**src/rtl/usb_rx_pkg.sv**
```systemverilog
// Shared types for the USB full-speed receive controller: FSM states, error
// causes and the default SYNC pattern.
package usb_rx_pkg;

  localparam logic [7:0] USB_SYNC_DEFAULT = 8'h80;

  typedef enum logic [3:0] {
    ST_IDLE,
    ST_SYNC,
    ST_PID_WAIT,
    ST_PID_RCV,
    ST_PID_WRITE,
    ST_PID_CHECK,
    ST_DATA_WAIT,
    ST_DATA_RCV,
    ST_DATA_WRITE,
    ST_EOP,
    ST_ERR,
    ST_ERR_EOP,
    ST_ERR_IDLE
  } rcu_state_t;

  typedef enum logic [2:0] {
    E_NONE     = 3'd0,
    E_SYNC     = 3'd1,
    E_PID      = 3'd2,
    E_EOP_MID  = 3'd3,
    E_OVERFLOW = 3'd4,
    E_TIMEOUT  = 3'd5
  } rx_err_t;

  // A valid PID carries its own one's complement in the upper nibble.
  function automatic logic pid_ok(input logic [7:0] pid);
    return (pid[7:4] == ~pid[3:0]);
  endfunction

  function automatic logic is_err_state(input rcu_state_t s);
    return (s == ST_ERR) || (s == ST_ERR_EOP) || (s == ST_ERR_IDLE);
  endfunction

endpackage

```
**src/rtl/rcu_watchdog.sv**
```systemverilog
// Stall watchdog: down-counter reloaded on clear or while disabled; expires
// once it has counted TIMEOUT_CYC-1 undisturbed cycles.
module rcu_watchdog #(
  parameter int TIMEOUT_CYC = 64
) (
  input  logic clk,
  input  logic n_rst,
  input  logic clear,
  input  logic enable,
  output logic expired
);

  localparam int CW = (TIMEOUT_CYC > 2) ? $clog2(TIMEOUT_CYC) : 1;
  localparam logic [CW-1:0] LOAD = CW'(TIMEOUT_CYC - 1);

  logic [CW-1:0] cnt;

  always_ff @(posedge clk or negedge n_rst) begin
    if (!n_rst)
      cnt <= '0;
    else if (!enable || clear)
      cnt <= LOAD;
    else if (cnt != '0)
      cnt <= cnt - CW'(1);
  end

  assign expired = enable && (cnt == '0);

endmodule

```
**src/rtl/rcu_pkt.sv**
```systemverilog
// Receive control unit: sequences SYNC, PID, data bytes and EOP for the USB
// full-speed receive path, with sticky error cause and payload byte counter.
module rcu_pkt
  import usb_rx_pkg::*;
#(
  parameter logic [7:0] SYNC_BYTE   = USB_SYNC_DEFAULT,
  parameter int         MAX_BYTES   = 64,
  parameter int         TIMEOUT_CYC = 64,
  parameter bit         PID_EXT     = 1'b0
) (
  input  logic                             clk,
  input  logic                             n_rst,
  input  logic                             d_edge,
  input  logic                             shift_en,
  input  logic                             byte_rcvd,
  input  logic                             eop,
  input  logic                             pid_err,
  input  logic [7:0]                       rcv_data,
  output logic                             pid_rst,
  output logic                             pid_set,
  output logic                             rcving,
  output logic                             w_enable,
  output logic                             r_error,
  output logic [2:0]                       err_code,
  output logic [$clog2(MAX_BYTES+1)-1:0]   byte_count,
  output logic                             pkt_done
);

  localparam int BCW = $clog2(MAX_BYTES + 1);

  rcu_state_t state, nxt_base, nxt;
  rx_err_t    err_q, err_base, err_in;
  logic [7:0] pid_q;
  logic       bad_pid, timeout, wd_active, wd_clear;

  assign bad_pid = PID_EXT ? pid_err : !pid_ok(pid_q);

  always_comb begin
    nxt_base = state;
    err_base = E_NONE;
    case (state)
      ST_IDLE:       if (d_edge) nxt_base = ST_SYNC;
      ST_SYNC: begin
        if (byte_rcvd) begin
          if (rcv_data == SYNC_BYTE) nxt_base = ST_PID_WAIT;
          else begin nxt_base = ST_ERR; err_base = E_SYNC; end
        end
      end
      ST_PID_WAIT: begin
        if (shift_en) begin
          if (eop) begin nxt_base = ST_ERR_EOP; err_base = E_EOP_MID; end
          else nxt_base = ST_PID_RCV;
        end
      end
      ST_PID_RCV: begin
        if (byte_rcvd) nxt_base = ST_PID_WRITE;
        else if (shift_en && eop) begin nxt_base = ST_ERR_EOP; err_base = E_EOP_MID; end
      end
      ST_PID_WRITE:  nxt_base = ST_PID_CHECK;
      ST_PID_CHECK: begin
        if (bad_pid) begin nxt_base = ST_ERR; err_base = E_PID; end
        else nxt_base = ST_DATA_WAIT;
      end
      ST_DATA_WAIT:  if (shift_en) nxt_base = eop ? ST_EOP : ST_DATA_RCV;
      ST_DATA_RCV: begin
        // EOP beats a byte completing in the same cycle: that byte is partial.
        if (shift_en && eop) begin nxt_base = ST_ERR_EOP; err_base = E_EOP_MID; end
        else if (byte_rcvd) begin
          if (byte_count == BCW'(MAX_BYTES)) begin nxt_base = ST_ERR; err_base = E_OVERFLOW; end
          else nxt_base = ST_DATA_WRITE;
        end
      end
      ST_DATA_WRITE: nxt_base = ST_DATA_WAIT;
      ST_EOP:        if (d_edge) nxt_base = ST_IDLE;
      ST_ERR:        if (shift_en && eop) nxt_base = ST_ERR_EOP;
      ST_ERR_EOP:    if (d_edge) nxt_base = ST_ERR_IDLE;
      ST_ERR_IDLE:   if (d_edge) nxt_base = ST_SYNC;
      default:       nxt_base = ST_IDLE;
    endcase
  end

  assign wd_active = (state inside {ST_SYNC, ST_PID_WAIT, ST_PID_RCV, ST_PID_WRITE,
                                    ST_PID_CHECK, ST_DATA_WAIT, ST_DATA_RCV,
                                    ST_DATA_WRITE, ST_ERR});
  // State-change clear uses the non-timeout next state to avoid a loop.
  assign wd_clear  = shift_en || d_edge || (nxt_base != state);

  rcu_watchdog #(.TIMEOUT_CYC(TIMEOUT_CYC)) u_watchdog (
    .clk     (clk),
    .n_rst   (n_rst),
    .clear   (wd_clear),
    .enable  (wd_active),
    .expired (timeout)
  );

  assign nxt    = timeout ? ST_ERR_IDLE : nxt_base;
  assign err_in = timeout ? E_TIMEOUT : err_base;

  always_ff @(posedge clk or negedge n_rst) begin
    if (!n_rst) begin
      state      <= ST_IDLE;
      err_q      <= E_NONE;
      byte_count <= '0;
      pid_q      <= '0;
      pkt_done   <= 1'b0;
    end else begin
      state    <= nxt;
      pkt_done <= (state == ST_DATA_WAIT) && (nxt == ST_EOP);
      if (state == ST_PID_WRITE)
        pid_q <= rcv_data;
      if ((nxt == ST_SYNC) && (state != ST_SYNC))
        err_q <= E_NONE;
      else if (is_err_state(nxt) && !is_err_state(state))
        err_q <= err_in;
      if ((nxt == ST_SYNC) && (state != ST_SYNC))
        byte_count <= '0;
      else if (state == ST_DATA_WRITE)
        byte_count <= byte_count + BCW'(1);
    end
  end

  assign err_code = err_q;
  assign rcving   = !(state inside {ST_IDLE, ST_EOP, ST_ERR_IDLE});
  assign w_enable = (state == ST_DATA_WRITE);
  assign pid_set  = (state == ST_PID_WRITE);
  assign pid_rst  = (state == ST_SYNC);
  assign r_error  = is_err_state(state);

endmodule

```
**config.mk**
```make
export PLATFORM = sky130hd
export DESIGN_NAME = rcu_pkt
export DESIGN_NICKNAME = d
export VERILOG_FILES = /design/src/rtl/usb_rx_pkg.sv /design/src/rtl/rcu_watchdog.sv /design/src/rtl/rcu_pkt.sv
export SDC_FILE = /design/constraint.sdc
export NUM_CORES = 1
export LEC_CHECK = 0
export BUFFER_PORTS_ARGS = -buffer_cell sky130_fd_sc_hd__buf_2
export CORE_MARGIN = 8
export CORE_UTILIZATION = 25
export DETAILED_ROUTE_END_ITERATION = 16
export GPL_ROUTABILITY_DRIVEN = 0
export SLEW_MARGIN = 20
export SYNTH_ARGS = -nofsm -noshare
export SYNTH_HDL_FRONTEND = slang
export SYNTH_SLANG_ARGS = --single-unit
```
**constraint.sdc**
```tcl
create_clock -name clk -period 5 [get_ports clk]
set_clock_uncertainty 0.2 [all_clocks]
set_input_delay 0 -clock clk [delete_from_list [all_inputs] [get_ports clk]]
set_output_delay 0 -clock clk [all_outputs]
set_load 0.1 [all_outputs]
```
==> summary.txt <==
worst reg2reg setup slack: 2.33 ns
post-route ant nets: 0
WS Path Type: reg -> reg
CP Max Fanout: 18
unrepaired setup endpoints after global routing: no
sequential cell area fraction in the yosys report: 38.4%
P&R area growth vs syn: 23.8%
hpwl dp: 3530 um
max cap viols: 0
Ant. Diodes: 0
vias in the first global route: 1693
Starting Density: 25.9%
HP Class: in -> reg
grt total ovfl: 0
status: completed
most area-consuming cells after synthesis: dfrtp_1 (38%), mux2_2 (5.4%), xnor2_1 (5.1%)
Peak VDD IR: 0.467 mV
fillers: 793
startpoint types: register
Fin Setup TNS: 0 ns
CTS H-Tree Depth: 2
critical path arrival: 2.65 ns
clock buffer depth: 2
most frequent cells in the layout: dfrtp_1 (29), buf_2 (29), nor2_1 (21)
number of buffers added on ports: 29
synth unique cells: 51
fin nets: 262
first drt pass iteration count: 4
Die ar.: 0.0106 sq mm
CTS Buf Count: 5
CTS root buf: clkbuf_8
clk_lat worst skew: 0.29 ns
IO Pins: 31
area fraction of the dominant cell type after synthesis: 38.4%
Critical Path, Cell by Cell: nand2b_1 > a211oi_1 > a211oi_1 > and2_1 > mux2i_1 > a21o_1 > a31o_1
Iteration-0 DRC Markers: 129
Post-Route WL: 4840 um
Critical Path RT: 4.98 ns
Hold Buf Count CTS: 11
cts repair resizes: 0
DRC: 0
routed len/inst: 14.1 um
synth warn: 0
Worst-Margin Slew: 0.739 ns
Setup Fix Bufs, Post-CTS: 0
CTS tree: done
die width: 103 um
CP endpoint kind: register
routed vias: 1651
initial antenna violation count: 0
largest net degree at the start of global routing: 30
Most Frequent Cell on Critical Path: a211oi_1
P_leak: 0.965 nW
gr usage total: 9.91%
FF+latch count, synth: 29
core area: 0.00729 sq mm
Post-Synthesis Cells: 204
Max Slew Vio Count: 0
Mapped Area: 0.00189 sq mm
Fmax: 375 MHz
clock-pin slew of the registers on the worst-case setup and hold paths: 0.07 ns
count of final hold-check violations: 0
clock sink count: 29
Tot Pwr: 1.61 mW
Slew headroom: 50.8%
DIE HEIGHT: 103 um
first-pass GRT wire length: 8220 um
Net Count, Synth: 223
slowest CP cell: dfrtp_1
Final min period: 2.67 ns
final setup vio count: 0
layout cells sized above 1: 23.4%
vias per inst: 4.81
area leader, netlist: dfrtp_1
Syn Area/Cell: 9.26 sq um
# rows: 31
P per Cell Area: 690 mW/mm^2
Tcrit/Tclk final: 53.4%
CP peak stage delay: 0.80 ns
[cells in the mapped netlist, drive strengths merged]
cell     count
o221ai       1
o21ai       10
or3          1
xnor2       11
nor4b        1
nor3         9
a21o         1
nand2b       8
o2111ai      3
nand3       11
dfrtp       29
xor2         4
nand4b       1
mux2i        3
and2         3
a211oi       4
o211ai       1
a31o         1
inv          8
nor2b        2
o311ai       1
a31oi        2
mux2         9
o22a         1
and4         1
nor4         7
a21oi        6
and2b        1
nand2       17
and3         1
a2111o       2
a221o        1
nand4        2
nor2        22
clkbuf       1
a211o        1
o21a         1
o21bai       1
a32oi        2
o31ai        1
ha           4
buf          8
[metrics by stage]
step	util (%)	std cells	cell area, sq um	hold slack [ns]	setup WS, ns
after global routing	32.1	343	2340	0.0420	2.11
after CTS	32.1	343	2340	0.00827	2.35
final	32.1	343	2340	0.0174	2.33
after floorplan	-	204	1900	-0.496	1.32
after detailed placement	28.9	324	2110	-0.107	2.38
after global placement	28.9	324	2110	-0.118	2.37
[critical path: cells and delay by family, from the launching register on]
family / cells / cell delay [ns]
AO/OA/AOI/OAI: 4 / 0.93
flip-flops: 1 / 0.80
AND/OR/NAND/NOR: 2 / 0.50
multiplexers: 1 / 0.12
[per-layer routing]
| layer | GRT usage [%] | vias to the layer above | share of wire [%] |
|---|---|---|---|
| met2 | 16.1 | 27 | 50 |
| li1 | - | 813 | - |
| met1 | 11.9 | 804 | 44 |
| met4 | 5.01 | 0 | 1.8 |
| met5 | 0 | - | 0 |
| met3 | 2.50 | 7 | 3.9 |
[area by class of cell]
cell class / instances / area (sq um) / share of cell area [%]
Clock buffer: 6 / 82.6 / 3.53
Clock inverter: 2 / 37.5 / 1.61
Inverter: 8 / 30.0 / 1.28
Multi-Input combinational cell: 158 / 1080 / 46.0
Sequential cell: 29 / 726 / 31.0
Tap cell: 99 / 124 / 5.30
Timing Repair Buffer: 41 / 263 / 11.2
[power by group]
group | internal, mW | switching (mW)
Combinational | 0.266 | 0.625
Clock | 0.162 | 0.0990
Sequential | 0.318 | 0.143
Total | 0.747 | 0.867
[kinds of logic after synthesis]
| kind of cell | Yosys count | share of synthesized area [%] |
|---|---|---|
| compound gates | 40 | 15.2 |
| fa+ha+maj | 4 | 2.65 |
| flops | 29 | 38.4 |
| xor+xnor | 15 | 6.95 |
| mux | 12 | 6.95 |
| buf+inv | 17 | 4.97 |
| simple gates | 87 | 24.9 |
[flip-flops by register name, indices dropped and copies added, names as in the netlist]
register,cells
pid_q,8
state,4
err_code,3
byte_count,7
pkt_done,1
u_watchdog.cnt,6
[path summary, 6_finish.rpt]
check,start,depth (start not counted),end
min,d_edge,4,err_code[2]$_DFFE_PN0P_
max reg2reg,state[0]$_DFF_PN0_,7,err_code[1]$_DFFE_PN0P_
max,state[0]$_DFF_PN0_,7,err_code[1]$_DFFE_PN0P_
min reg2reg,err_code[1]$_DFFE_PN0P_,1,err_code[1]$_DFFE_PN0P_
min in group asynchronous,n_rst,2,byte_count[6]$_DFFE_PN0P_
max in group asynchronous,n_rst,2,state[2]$_DFF_PN0_
Power figures use the tool's default switching activity.
